`src/rtl/mc_ctrl_pkg.sv`:
```
// Shared types and encodings for the multicycle MIPS control unit.
// Latency: n/a (definitions only). Backpressure: n/a.
// MC_EXT_INSTR_EN adds the JAL state and the jal/slti/lui opcodes.
package mc_ctrl_pkg;

    typedef enum logic [3:0] {
        ST_FETCH,
        ST_DECODE,
        ST_MEM_ADDR,
        ST_MEM_RD,
        ST_MEM_WR,
        ST_MEM_WB,
        ST_EXEC_R,
        ST_EXEC_SH,
        ST_EXEC_I,
        ST_ALU_WB,
        ST_ALU_WB_I,
        ST_BRANCH,
        ST_JUMP,
`ifdef MC_EXT_INSTR_EN
        ST_JR,
        ST_JAL
`else
        ST_JR
`endif
    } state_t;

    // Operation class chosen by the FSM; AOP_FUNCT defers to the R-type funct field.
    typedef enum logic [2:0] {
        AOP_ADD,
        AOP_SUB,
        AOP_AND,
        AOP_OR,
        AOP_SLT,
        AOP_LUI,
        AOP_FUNCT
    } alu_op_t;

    localparam logic [5:0] OP_RTYPE = 6'h00;
    localparam logic [5:0] OP_J     = 6'h02;
    localparam logic [5:0] OP_JAL   = 6'h03;
    localparam logic [5:0] OP_BEQ   = 6'h04;
    localparam logic [5:0] OP_BNE   = 6'h05;
    localparam logic [5:0] OP_ADDI  = 6'h08;
    localparam logic [5:0] OP_SLTI  = 6'h0A;
    localparam logic [5:0] OP_ANDI  = 6'h0C;
    localparam logic [5:0] OP_ORI   = 6'h0D;
    localparam logic [5:0] OP_LUI   = 6'h0F;
    localparam logic [5:0] OP_LW    = 6'h23;
    localparam logic [5:0] OP_SW    = 6'h2B;

    localparam logic [5:0] FN_SLL  = 6'h00;
    localparam logic [5:0] FN_SRL  = 6'h02;
    localparam logic [5:0] FN_SRA  = 6'h03;
    localparam logic [5:0] FN_SLLV = 6'h04;
    localparam logic [5:0] FN_SRLV = 6'h06;
    localparam logic [5:0] FN_SRAV = 6'h07;
    localparam logic [5:0] FN_JR   = 6'h08;
    localparam logic [5:0] FN_ADD  = 6'h20;
    localparam logic [5:0] FN_SUB  = 6'h22;
    localparam logic [5:0] FN_AND  = 6'h24;
    localparam logic [5:0] FN_OR   = 6'h25;
    localparam logic [5:0] FN_SLT  = 6'h2A;

    localparam logic [3:0] ALU_AND = 4'd0;
    localparam logic [3:0] ALU_OR  = 4'd1;
    localparam logic [3:0] ALU_ADD = 4'd2;
    localparam logic [3:0] ALU_SLL = 4'd3;
    localparam logic [3:0] ALU_SRL = 4'd4;
    localparam logic [3:0] ALU_SRA = 4'd5;
    localparam logic [3:0] ALU_SUB = 4'd6;
    localparam logic [3:0] ALU_SLT = 4'd7;
    localparam logic [3:0] ALU_LUI = 4'd8;

    localparam logic [1:0] REG_DST_RT = 2'd0;
    localparam logic [1:0] REG_DST_RD = 2'd1;
    localparam logic [1:0] REG_DST_RA = 2'd2;

    localparam logic [1:0] MEM_TO_REG_ALUOUT = 2'd0;
    localparam logic [1:0] MEM_TO_REG_MDR    = 2'd1;
    localparam logic [1:0] MEM_TO_REG_PC     = 2'd2;

    localparam logic [1:0] ALU_A_PC    = 2'd0;
    localparam logic [1:0] ALU_A_REG   = 2'd1;
    localparam logic [1:0] ALU_A_SHAMT = 2'd2;

    localparam logic [2:0] ALU_B_REG     = 3'd0;
    localparam logic [2:0] ALU_B_FOUR    = 3'd1;
    localparam logic [2:0] ALU_B_SEXT    = 3'd2;
    localparam logic [2:0] ALU_B_SEXT_SH = 3'd3;
    localparam logic [2:0] ALU_B_ZEXT    = 3'd4;

    localparam logic [1:0] PC_SRC_ALU    = 2'd0;
    localparam logic [1:0] PC_SRC_ALUOUT = 2'd1;
    localparam logic [1:0] PC_SRC_JUMP   = 2'd2;
    localparam logic [1:0] PC_SRC_REG    = 2'd3;

endpackage

```
`src/rtl/mc_alu_dec.sv`:
```
// ALU control decoder: FSM op class plus funct to ALU operation code.
// Latency: combinational. Backpressure: none.
// funct_illegal depends on funct alone so DECODE can use it for any class.
module mc_alu_dec
    import mc_ctrl_pkg::*;
#(
    parameter int ALU_W = 4
) (
    input  alu_op_t          alu_op,
    input  logic [5:0]       funct,
    output logic [ALU_W-1:0] alu_ctrl,
    output logic             funct_illegal
);

    logic [3:0] funct_code;
    logic [3:0] code;

    always_comb begin
        funct_code    = ALU_ADD;
        funct_illegal = 1'b0;
        case (funct)
            FN_ADD:  funct_code = ALU_ADD;
            FN_SUB:  funct_code = ALU_SUB;
            FN_AND:  funct_code = ALU_AND;
            FN_OR:   funct_code = ALU_OR;
            FN_SLT:  funct_code = ALU_SLT;
            FN_SLL,
            FN_SLLV: funct_code = ALU_SLL;
            FN_SRL,
            FN_SRLV: funct_code = ALU_SRL;
            FN_SRA,
            FN_SRAV: funct_code = ALU_SRA;
            FN_JR:   funct_code = ALU_ADD;
            default: funct_illegal = 1'b1;
        endcase
    end

    always_comb begin
        code = ALU_ADD;
        case (alu_op)
            AOP_ADD:   code = ALU_ADD;
            AOP_SUB:   code = ALU_SUB;
            AOP_AND:   code = ALU_AND;
            AOP_OR:    code = ALU_OR;
            AOP_SLT:   code = ALU_SLT;
            AOP_LUI:   code = ALU_LUI;
            AOP_FUNCT: code = funct_code;
            default:   code = ALU_ADD;
        endcase
    end

    assign alu_ctrl = ALU_W'(code);

endmodule

```
`src/rtl/multicycle_ctrl.sv`:
```
// Multicycle MIPS control FSM with req/ready memory handshake and bounded wait.
// Latency: lw 5, sw/R/I 4, branch/jump 3 cycles, plus one per memory wait cycle.
// Backpressure: stalls while mem_ready is low; MAX_WAIT waits abort to FETCH. MC_EXT_INSTR_EN adds jal/slti/lui.
module multicycle_ctrl
    import mc_ctrl_pkg::*;
#(
    parameter int ALU_W    = 4,
    parameter int MAX_WAIT = 15
) (
    input  logic             clk,
    input  logic             rst,
    input  logic [5:0]       opcode,
    input  logic [5:0]       funct,
    input  logic             zero,
    input  logic             mem_ready,
    output logic             mem_req,
    output logic             mem_we,
    output logic             iord,
    output logic             ir_we,
    output logic             pc_we,
    output logic             reg_we,
    output logic [1:0]       reg_dst,
    output logic [1:0]       mem_to_reg,
    output logic [1:0]       alu_src_a,
    output logic [2:0]       alu_src_b,
    output logic [1:0]       pc_src,
    output logic [ALU_W-1:0] alu_ctrl,
    output logic             illegal,
    output logic             mem_timeout
);

    localparam int CNT_W = $clog2(MAX_WAIT + 1);
    localparam logic [CNT_W-1:0] WAIT_LAST = CNT_W'(MAX_WAIT - 1);

    state_t           state;
    state_t           decode_nxt;
    logic [CNT_W-1:0] wait_cnt;
    logic             req_state;
    logic             waiting;
    logic             timeout;
    logic             decode_illegal;
    logic             funct_illegal;
    alu_op_t          alu_op;

    logic mem_req_raw, mem_we_raw, ir_we_raw, pc_we_raw, reg_we_raw, illegal_raw;

    mc_alu_dec #(
        .ALU_W(ALU_W)
    ) u_alu_dec (
        .alu_op       (alu_op),
        .funct        (funct),
        .alu_ctrl     (alu_ctrl),
        .funct_illegal(funct_illegal)
    );

    // The wait counter only runs in request states; any other state holds it at zero.
    always_comb begin
        req_state = (state == ST_FETCH) || (state == ST_MEM_RD) || (state == ST_MEM_WR);
        waiting   = req_state && !mem_ready;
        timeout   = waiting && (wait_cnt == WAIT_LAST);
    end

    always_comb begin
        decode_nxt     = ST_FETCH;
        decode_illegal = 1'b0;
        case (opcode)
            OP_RTYPE: begin
                if (funct_illegal)
                    decode_illegal = 1'b1;
                else if (funct == FN_JR)
                    decode_nxt = ST_JR;
                else if ((funct == FN_SLL) || (funct == FN_SRL) || (funct == FN_SRA))
                    decode_nxt = ST_EXEC_SH;
                else
                    decode_nxt = ST_EXEC_R;
            end
            OP_LW, OP_SW:             decode_nxt = ST_MEM_ADDR;
            OP_BEQ, OP_BNE:           decode_nxt = ST_BRANCH;
            OP_J:                     decode_nxt = ST_JUMP;
            OP_ADDI, OP_ANDI, OP_ORI: decode_nxt = ST_EXEC_I;
`ifdef MC_EXT_INSTR_EN
            OP_SLTI, OP_LUI:          decode_nxt = ST_EXEC_I;
            OP_JAL:                   decode_nxt = ST_JAL;
`endif
            default:                  decode_illegal = 1'b1;
        endcase
    end

    always_ff @(posedge clk or posedge rst) begin
        if (rst) begin
            state    <= ST_FETCH;
            wait_cnt <= '0;
        end else begin
            wait_cnt <= (waiting && !timeout) ? wait_cnt + CNT_W'(1) : '0;
            case (state)
                ST_FETCH:    if (mem_ready) state <= ST_DECODE;
                ST_DECODE:   state <= decode_nxt;
                ST_MEM_ADDR: state <= (opcode == OP_LW) ? ST_MEM_RD : ST_MEM_WR;
                ST_MEM_RD: begin
                    if (mem_ready)
                        state <= ST_MEM_WB;
                    else if (timeout)
                        state <= ST_FETCH;
                end
                ST_MEM_WR:   if (mem_ready || timeout) state <= ST_FETCH;
                ST_EXEC_R,
                ST_EXEC_SH:  state <= ST_ALU_WB;
                ST_EXEC_I:   state <= ST_ALU_WB_I;
                default:     state <= ST_FETCH;
            endcase
        end
    end

    always_comb begin
        mem_req_raw = 1'b0;
        mem_we_raw  = 1'b0;
        ir_we_raw   = 1'b0;
        pc_we_raw   = 1'b0;
        reg_we_raw  = 1'b0;
        illegal_raw = 1'b0;
        iord        = 1'b0;
        reg_dst     = REG_DST_RT;
        mem_to_reg  = MEM_TO_REG_ALUOUT;
        alu_src_a   = ALU_A_PC;
        alu_src_b   = ALU_B_REG;
        pc_src      = PC_SRC_ALU;
        alu_op      = AOP_ADD;
        case (state)
            ST_FETCH: begin
                mem_req_raw = 1'b1;
                alu_src_b   = ALU_B_FOUR;
                ir_we_raw   = mem_ready;
                pc_we_raw   = mem_ready;
            end
            ST_DECODE: begin
                alu_src_b   = ALU_B_SEXT_SH;
                illegal_raw = decode_illegal;
            end
            ST_MEM_ADDR: begin
                alu_src_a = ALU_A_REG;
                alu_src_b = ALU_B_SEXT;
            end
            ST_MEM_RD: begin
                mem_req_raw = 1'b1;
                iord        = 1'b1;
            end
            ST_MEM_WR: begin
                mem_req_raw = 1'b1;
                mem_we_raw  = 1'b1;
                iord        = 1'b1;
            end
            ST_MEM_WB: begin
                reg_we_raw = 1'b1;
                mem_to_reg = MEM_TO_REG_MDR;
            end
            ST_EXEC_R: begin
                alu_src_a = ALU_A_REG;
                alu_op    = AOP_FUNCT;
            end
            ST_EXEC_SH: begin
                alu_src_a = ALU_A_SHAMT;
                alu_op    = AOP_FUNCT;
            end
            ST_EXEC_I: begin
                alu_src_a = ALU_A_REG;
                alu_src_b = ALU_B_SEXT;
                case (opcode)
                    OP_ANDI: begin
                        alu_src_b = ALU_B_ZEXT;
                        alu_op    = AOP_AND;
                    end
                    OP_ORI: begin
                        alu_src_b = ALU_B_ZEXT;
                        alu_op    = AOP_OR;
                    end
`ifdef MC_EXT_INSTR_EN
                    OP_SLTI: alu_op = AOP_SLT;
                    OP_LUI: begin
                        alu_src_b = ALU_B_ZEXT;
                        alu_op    = AOP_LUI;
                    end
`endif
                    default: alu_op = AOP_ADD;
                endcase
            end
            ST_ALU_WB: begin
                reg_we_raw = 1'b1;
                reg_dst    = REG_DST_RD;
            end
            ST_ALU_WB_I: reg_we_raw = 1'b1;
            ST_BRANCH: begin
                alu_src_a = ALU_A_REG;
                alu_op    = AOP_SUB;
                pc_src    = PC_SRC_ALUOUT;
                pc_we_raw = ((opcode == OP_BEQ) && zero) || ((opcode == OP_BNE) && !zero);
            end
            ST_JUMP: begin
                pc_src    = PC_SRC_JUMP;
                pc_we_raw = 1'b1;
            end
            ST_JR: begin
                pc_src    = PC_SRC_REG;
                pc_we_raw = 1'b1;
            end
`ifdef MC_EXT_INSTR_EN
            // PC was already advanced in FETCH, so the link value is the current PC.
            ST_JAL: begin
                reg_we_raw = 1'b1;
                reg_dst    = REG_DST_RA;
                mem_to_reg = MEM_TO_REG_PC;
                pc_src     = PC_SRC_JUMP;
                pc_we_raw  = 1'b1;
            end
`endif
            default: ;
        endcase
    end

    // State is already FETCH under reset; only strobes need explicit masking.
    assign mem_req     = mem_req_raw && !rst;
    assign mem_we      = mem_we_raw && !rst;
    assign ir_we       = ir_we_raw && !rst;
    assign pc_we       = pc_we_raw && !rst;
    assign reg_we      = reg_we_raw && !rst;
    assign illegal     = illegal_raw && !rst;
    assign mem_timeout = timeout && !rst;

endmodule

```
`config.mk`:
```
export PLATFORM = sky130hd
export DESIGN_NAME = multicycle_ctrl
export DESIGN_NICKNAME = d
export VERILOG_FILES = /design/src/rtl/mc_ctrl_pkg.sv /design/src/rtl/mc_alu_dec.sv /design/src/rtl/multicycle_ctrl.sv
export SDC_FILE = /design/constraint.sdc
export NUM_CORES = 1
export LEC_CHECK = 0
export ABC_AREA = 0
export BUFFER_PORTS_ARGS = -buffer_cell sky130_fd_sc_hd__buf_2
export CAP_MARGIN = 5
export CORE_MARGIN = 2
export CORE_UTILIZATION = 50
export CTS_CLUSTER_SIZE = 30
export DETAILED_ROUTE_END_ITERATION = 8
export GPL_ROUTABILITY_DRIVEN = 0
export PLACE_DENSITY = 0.86
export SETUP_SLACK_MARGIN = 0.2
export SYNTH_ARGS = -nofsm -noshare
export SYNTH_HDL_FRONTEND = slang
export SYNTH_SLANG_ARGS = --single-unit
```
`constraint.sdc`:
```
create_clock -name clk -period 6.5 [get_ports clk]
set_clock_uncertainty 0.05 [all_clocks]
set_input_delay 1.3 -clock clk [delete_from_list [all_inputs] [get_ports clk]]
set_output_delay 1.3 -clock clk [all_outputs]
set_load 0.1 [all_outputs]
```
After elaboration in Yosys (flattened, before gate mapping)

Index checks and enable logic that the tools add are counted.

Bits in registers: 8

$add $sub $neg: 1
Multiplexer cells: 30
Equality and inequality tests: 42
Reductions and logical operators: 41

Operators with widths:

| operator                                                         | number |
|---|---|
| 6-bit == test (second input constant)                            | 7 |
| 6-bit by 3-bit == test with 1-bit output (second input constant) | 5 |
| 4-bit == test (second input constant)                            | 7 |
| 4-bit 2-to-1 mux                                                 | 7 |
| 4-bit case mux with 7 select lines                               | 1 |
| 6-bit by 4-bit == test with 1-bit output (second input constant) | 4 |
| 4-bit case mux with 6 select lines                               | 1 |
| 3-bit case mux with 7 select lines                               | 1 |
| 4-bit case mux with 5 select lines                               | 1 |
| 6-bit by 2-bit == test with 1-bit output (second input constant) | 3 |
| 2-bit OR reduction                                               | 9 |
| 4-bit by 3-bit == test with 1-bit output (second input constant) | 4 |
| 1-bit logical AND                                                | 12 |
| 6-bit logical NOT                                                | 2 |
| 3-bit case mux with 4 select lines                               | 1 |
| 12-bit OR reduction                                              | 1 |
| 1-bit 2-to-1 mux                                                 | 10 |
| 3-bit == test (second input constant)                            | 3 |
| 3-bit case mux with 3 select lines                               | 1 |
| 3-bit OR reduction                                               | 3 |
| 4-bit by 2-bit == test with 1-bit output (second input constant) | 2 |
| 2-bit case mux with 2 select lines                               | 2 |
| 8-bit OR reduction                                               | 1 |
| 3-bit by 2-bit == test with 1-bit output (second input constant) | 2 |
| 15 further kinds                                                 | 24 |

Depth between registers and ports, before layout

Word-level depth: 8
Mapped depth: 7
Mapped depth without buffers: 7

By module

From an unflattened synthesis, not the netlist that was laid out.

Cells, all modules: 156
Area total of the unflattened synthesis: 1,109.8 µm²

Modules (own cells, without submodules):

| module          | seq. area each (µm²) | instances | cells an instance | area an instance (µm²) |
|---|---|---|---|---|
| multicycle_ctrl | 200.2                | 1         | 124               | 903.4 |
| mc_alu_dec      | 0.0                  | 1         | 32                | 206.4 |

Least setup slack after synthesis

No wires, ideal clock.

Path type: input -> output
From: input funct[5]
To: output illegal
Path slack: 241 ps
Cell stages on the path: 5
Arrival time: 4,909 ps
Path through: clkbuf_1 nor2_1 a211oi_1 nor3_2 nor4_1

Cells in the longest elaborated chain, start to end: 6
Elaborated cells on any way between the ends: 17
Classes of those cells: 11 x eq/ne; 3 x mux; 3 x reduce/logical

Ends and longest elaborated chain:

| element                                                                | RTL line               | source |
|---|---|---|
| start: declaration                                                     | multicycle_ctrl.sv:13  | `input logic [5:0] funct,` |
| 6-bit by 4-bit == test with 1-bit output, or another cell as far along | mc_alu_dec.sv:21       | `case (funct)` |
| 12-bit OR reduction (no source line) (*)                               | n/a                    |  |
| 1-bit 2-to-1 mux (*)                                                   | multicycle_ctrl.sv:68  | `if (funct_illegal)` |
| 1-bit case mux with 2 select lines (*)                                 | multicycle_ctrl.sv:66  | `case (opcode)` |
| 1-bit 2-to-1 mux (*)                                                   | multicycle_ctrl.sv:128 | `case (state)` |
| 1-bit logical AND (*)                                                  | multicycle_ctrl.sv:225 | `assign illegal = illegal_raw && !rst;` |
| end: declaration                                                       | multicycle_ctrl.sv:28  | `output logic illegal,` |

Mark *: on every way between the ends. The rest lies on a longest branch, timed or not.

Final worst setup path

From: input opcode[1]
To: output illegal

Cells in the longest elaborated chain, start to end: 5
Elaborated cells on any way between the ends: 13
Classes of those cells: 8 x eq/ne; 2 x mux; 3 x reduce/logical

Ends and longest elaborated chain:

| element                                     | RTL line               | source |
|---|---|---|
| start: declaration                          | multicycle_ctrl.sv:12  | `input logic [5:0] opcode,` |
| 6-bit == test, or another cell as far along | multicycle_ctrl.sv:66  |  |
| 8-bit OR reduction (no source line)         | n/a                    |  |
| 1-bit case mux with 2 select lines (*)      | multicycle_ctrl.sv:66  |  |
| 1-bit 2-to-1 mux (*)                        | multicycle_ctrl.sv:128 |  |
| 1-bit logical AND (*)                       | multicycle_ctrl.sv:225 |  |

Marked as above.

==> results by stage <==
STA:
- After routing, the total negative slack on setup checks comes to 0 ns.
- Setup repair after global routing left no endpoint under its margin.
- The post-route fraction of the period consumed by the critical path is 66.42%.
- The final max-slew violation count is 0.
- The maximum clock frequency is 231.6 MHz.
- The count of final setup violators is 0.
- The smallest clock period supported by the final layout is computed as 4.317 ns.
- The final count of hold timing violations is 0.
- Measured against its own limit, the worst slew margin works out to around 62%.
- The measured slew at the worst slew-check pin is 0.5680 ns.
- Across all hold checks on the routed design, the worst slack comes to 0.4504 ns.

Finish:
- After the last flow step, the layout net total stands at around 210.
- From synthesis to final layout, the design area changed by 13.81%.
- Of the cells placed in the final design, the portion with a size suffix greater than 1 is about 23%.
- The count of antenna diodes in the layout is 0.
- Across the whole layout, storage elements account for 200.2 sq um.
- Counting the fill cells in the layout gives 231.
- The multi-input combinational cell area is 825.8 sq um.

Die:
- The floorplan has 17 rows.
- The die is about 52 um wide.
- The floorplan step set the die height to around 52 um.
- In this run the standard cell core region covers 0.002170 sq mm.
- The initial standard-cell utilization of the core is between 50 and 60%.
- The number of top-level pins is 39.
- The floorplan die area is roughly 0.0027 sq mm.

Synth:
- The share of flip-flops with an asynchronous set or reset is 100.0%.
- Synthesis handed over a netlist of around 170 instances.
- The most repeated cell in the gate-level netlist after synthesis is sky130_fd_sc_hd__nor2_1.
- The number of distinct standard cells referenced by the synthesized netlist is between 40 and 50.
- The sequential share of the synthesized area is 17.68%.
- The number of enable-type register cells in the synthesized netlist is 0.
- By count the netlist is led by sky130_fd_sc_hd__nor2_1 (23), sky130_fd_sc_hd__nand2_1 (18), sky130_fd_sc_hd__nor3_1 (14), sky130_fd_sc_hd__a21oi_1 (11), sky130_fd_sc_hd__clkbuf_1 (10).
- Yosys attributes the largest share of cell area to sky130_fd_sc_hd__dfrtp_1 (18%), sky130_fd_sc_hd__nor2_1 (7.6%), sky130_fd_sc_hd__nor3_1 (6.2%).
- For this run, the number of Yosys warnings is 0.
- The most used flip-flop cell after synthesis is sky130_fd_sc_hd__dfrtp_1.
- The synthesized design spends more area on one cell type than any other, namely sky130_fd_sc_hd__dfrtp_1.
- After synthesis, the largest area contributor takes up 17.68% of total cell area.
- After synthesis the netlist holds a flip-flop and latch count of 8.
- The average footprint of a synthesized cell is 6.622 sq um.
- The synthesized area is approximately 0.0011 sq mm.

Setup path:
- At the worst endpoint, the arrival time is 2.97 ns.
- The combined buffer and inverter count along the critical path is 2.
- On the worst path, the slowest cell contributes a delay of 0.55 ns.
- The signal on the critical path passes through buf_2 > or4_1 > or4_1 > nor3_2 > nor4_1 > buf_2.
- The nature of the critical path startpoint is an input pin.
- The highest-delay cell along the critical path is sky130_fd_sc_hd__or4_1.
- The endpoint class of the critical path is a primary output.
- The required time of the worst setup path is between 5 and 6 ns.
- Of all nets on the critical path, the largest fanout is 9.
- The critical path is of the input pin to primary output type.
- On the critical path the largest part of the delay comes from simple AND/OR/NAND/NOR gates.

Power:
- VDD sags by at most 0.1649 mV.
- The switching power summed over all nets is 223.9 uW.
- Of the total power, combinational logic draws 67.0%.
- The cell internal power dissipation is 138.5 uW.
- In this run switching power makes up 61.78% of total power.
- Power comes to 362.4 uW.
- The power density of the placed cells is 281.2 mW/mm^2.
- The analysis attributes to cell leakage a power of around 0.60 nW.
- The clock network fraction of design power is 10.4%.
- Registers are responsible for 22.6% of the overall power.

Global route:
- The aggregate global-route resource usage is 24.30%.
- The via count of the first global-routing pass was 1,204.
- The initial antenna violation count came to 0.
- The maximum number of pins on one net before global-route repair is 19.
- The wire length of the first global-routing pass is 5.023 mm.
- Global routing finished with a remaining overflow of 0.

Clocking:
- The tree is rooted in a sky130_fd_sc_hd__clkbuf_4.
- The clock sink count is 8.
- In this run the deepest clock path goes through 2 buffers.
- The number of clock buffers inserted by TritonCTS is 3.
- The hold buffer count at cts is 0.
- TritonCTS built the clock tree.
- In this run the number of H-tree levels came out at 1.
- After clock tree synthesis, the clock-pin slew on the worst setup and hold paths is 0.05 ns.
- The post-cts gate resize count is 0.
- Buffers added to address setup during post-CTS repair amount to 0.
- The clock reaches the later pin of the worst-skew pair after 0.26 ns.

Route:
- Wires add up to 2.971 mm.
- Using the TritonRoute via totals, the vias-per-cell ratio works out to 5.869.
- The number of detailed-routing iterations run before antenna repair is 4.
- After detailed routing, the average wire length per cell comes to around 13 um.
- The post-route DRC violation count is 0.
- The first-iteration detailed-routing DRC count is 31.
- The count of nets left with antenna violations once routing finished came out at 0.
- For this block, the via count after detailed routing is 1,303.

Flow run:
- The count of max-cap constraint violations is 0.

Worst hold path:
- The class of the most critical hold timing path is register to register.

Placement:
- The count of buffers inserted at the top-level ports is 35.
- After legalization and detailed placement, the total HPWL measured 2.283 mm.

Outcome:
- The flow ran to the end, and the final reports show no timing, DRC or antenna violations.
[worst register-to-register path, delay by kind of cell (launching register included)]
family | cells | cell delay [ns]
AO/OA/AOI/OAI | 2 | 0.27
AND/OR/NAND/NOR | 3 | 1.32
flip-flops | 1 | 0.58
[power by group through the flow]
| stage | Clock, mW | Sequential [mW] | Combinational, mW |
|---|---|---|---|
| 2_1_floorplan | 0 | 0.0664 | 0.222 |
| 3_5_place_dp | 0 | 0.0819 | 0.242 |
| 4_1_cts | 0.0387 | 0.0811 | 0.243 |
| 3_3_place_gp | 0 | 0.0799 | 0.239 |
| 6_report | 0.0378 | 0.0818 | 0.243 |
| 5_1_grt | 0.0438 | 0.0843 | 0.261 |
[metrics by stage]
| stage | instance area, sq um | instances | setup slack [ns] | util (%) |
|---|---|---|---|---|
| floorplan | 1140 | 173 | 0.2415 | - |
| global placement | 1266 | 219 | 2.226 | 58.36 |
| detailed placement | 1266 | 219 | 2.191 | 58.36 |
| CTS | 1289 | 222 | 2.188 | 59.40 |
| global route | 1289 | 222 | 2.076 | 59.40 |
| finish | 1289 | 222 | 2.183 | 59.40 |
[worst paths after layout]
kind                        startpoint     endpoint  slack, ns  cells after the start
max                          opcode[1]      illegal       2.18                      6
min                        wait_cnt[0]  wait_cnt[0]       0.45                      1
max reg2reg                   state[2]     state[2]       4.20                      5
min reg2reg                wait_cnt[0]  wait_cnt[0]       0.45                      1
max in group asynchronous          rst  wait_cnt[0]       5.16                      2
min in group asynchronous          rst     state[3]       1.01                      2
[cell usage in the layout (no fill, tap or decap), drive strengths merged, types with 4 or more instances in the layout]
master   n
nor4     5
or3      4
nand3    6
dfrtp    8
o21ai    7
inv      8
a21oi   12
nor2    23
buf     35
nor3    15
nand2b   6
nand2   18
[metal layers]
metal	vias to the layer above	routed length [um]	track usage [%]
li1	651	-	-
met3	2	154	3.448
met5	-	0	0
met1	598	1273	28.90
met4	0	21	7.895
met2	52	1522	44.44
[logic make-up after synthesis]
group	after synthesis	synth area share, %
simple gates	92	43.09
flops	8	17.68
compound gates	37	21.77
other cells	1	0.3312
fa+ha+maj	2	2.210
xor+xnor	4	3.094
mux	2	1.768
buf+inv	25	10.06
[flip-flops by register name (all words and copies together), names as in the netlist]
register,cells
state,4
wait_cnt,4
[layout make-up]
class / instances / area share, %
multi-input combinational: 140 / 64.08
sequential: 8 / 15.53
timing repair buffer: 35 / 13.59
tap: 28 / 2.718
inverter: 8 / 2.330
clock buffer: 3 / 1.748
Note: power is estimated with default switching activity, not from simulation.
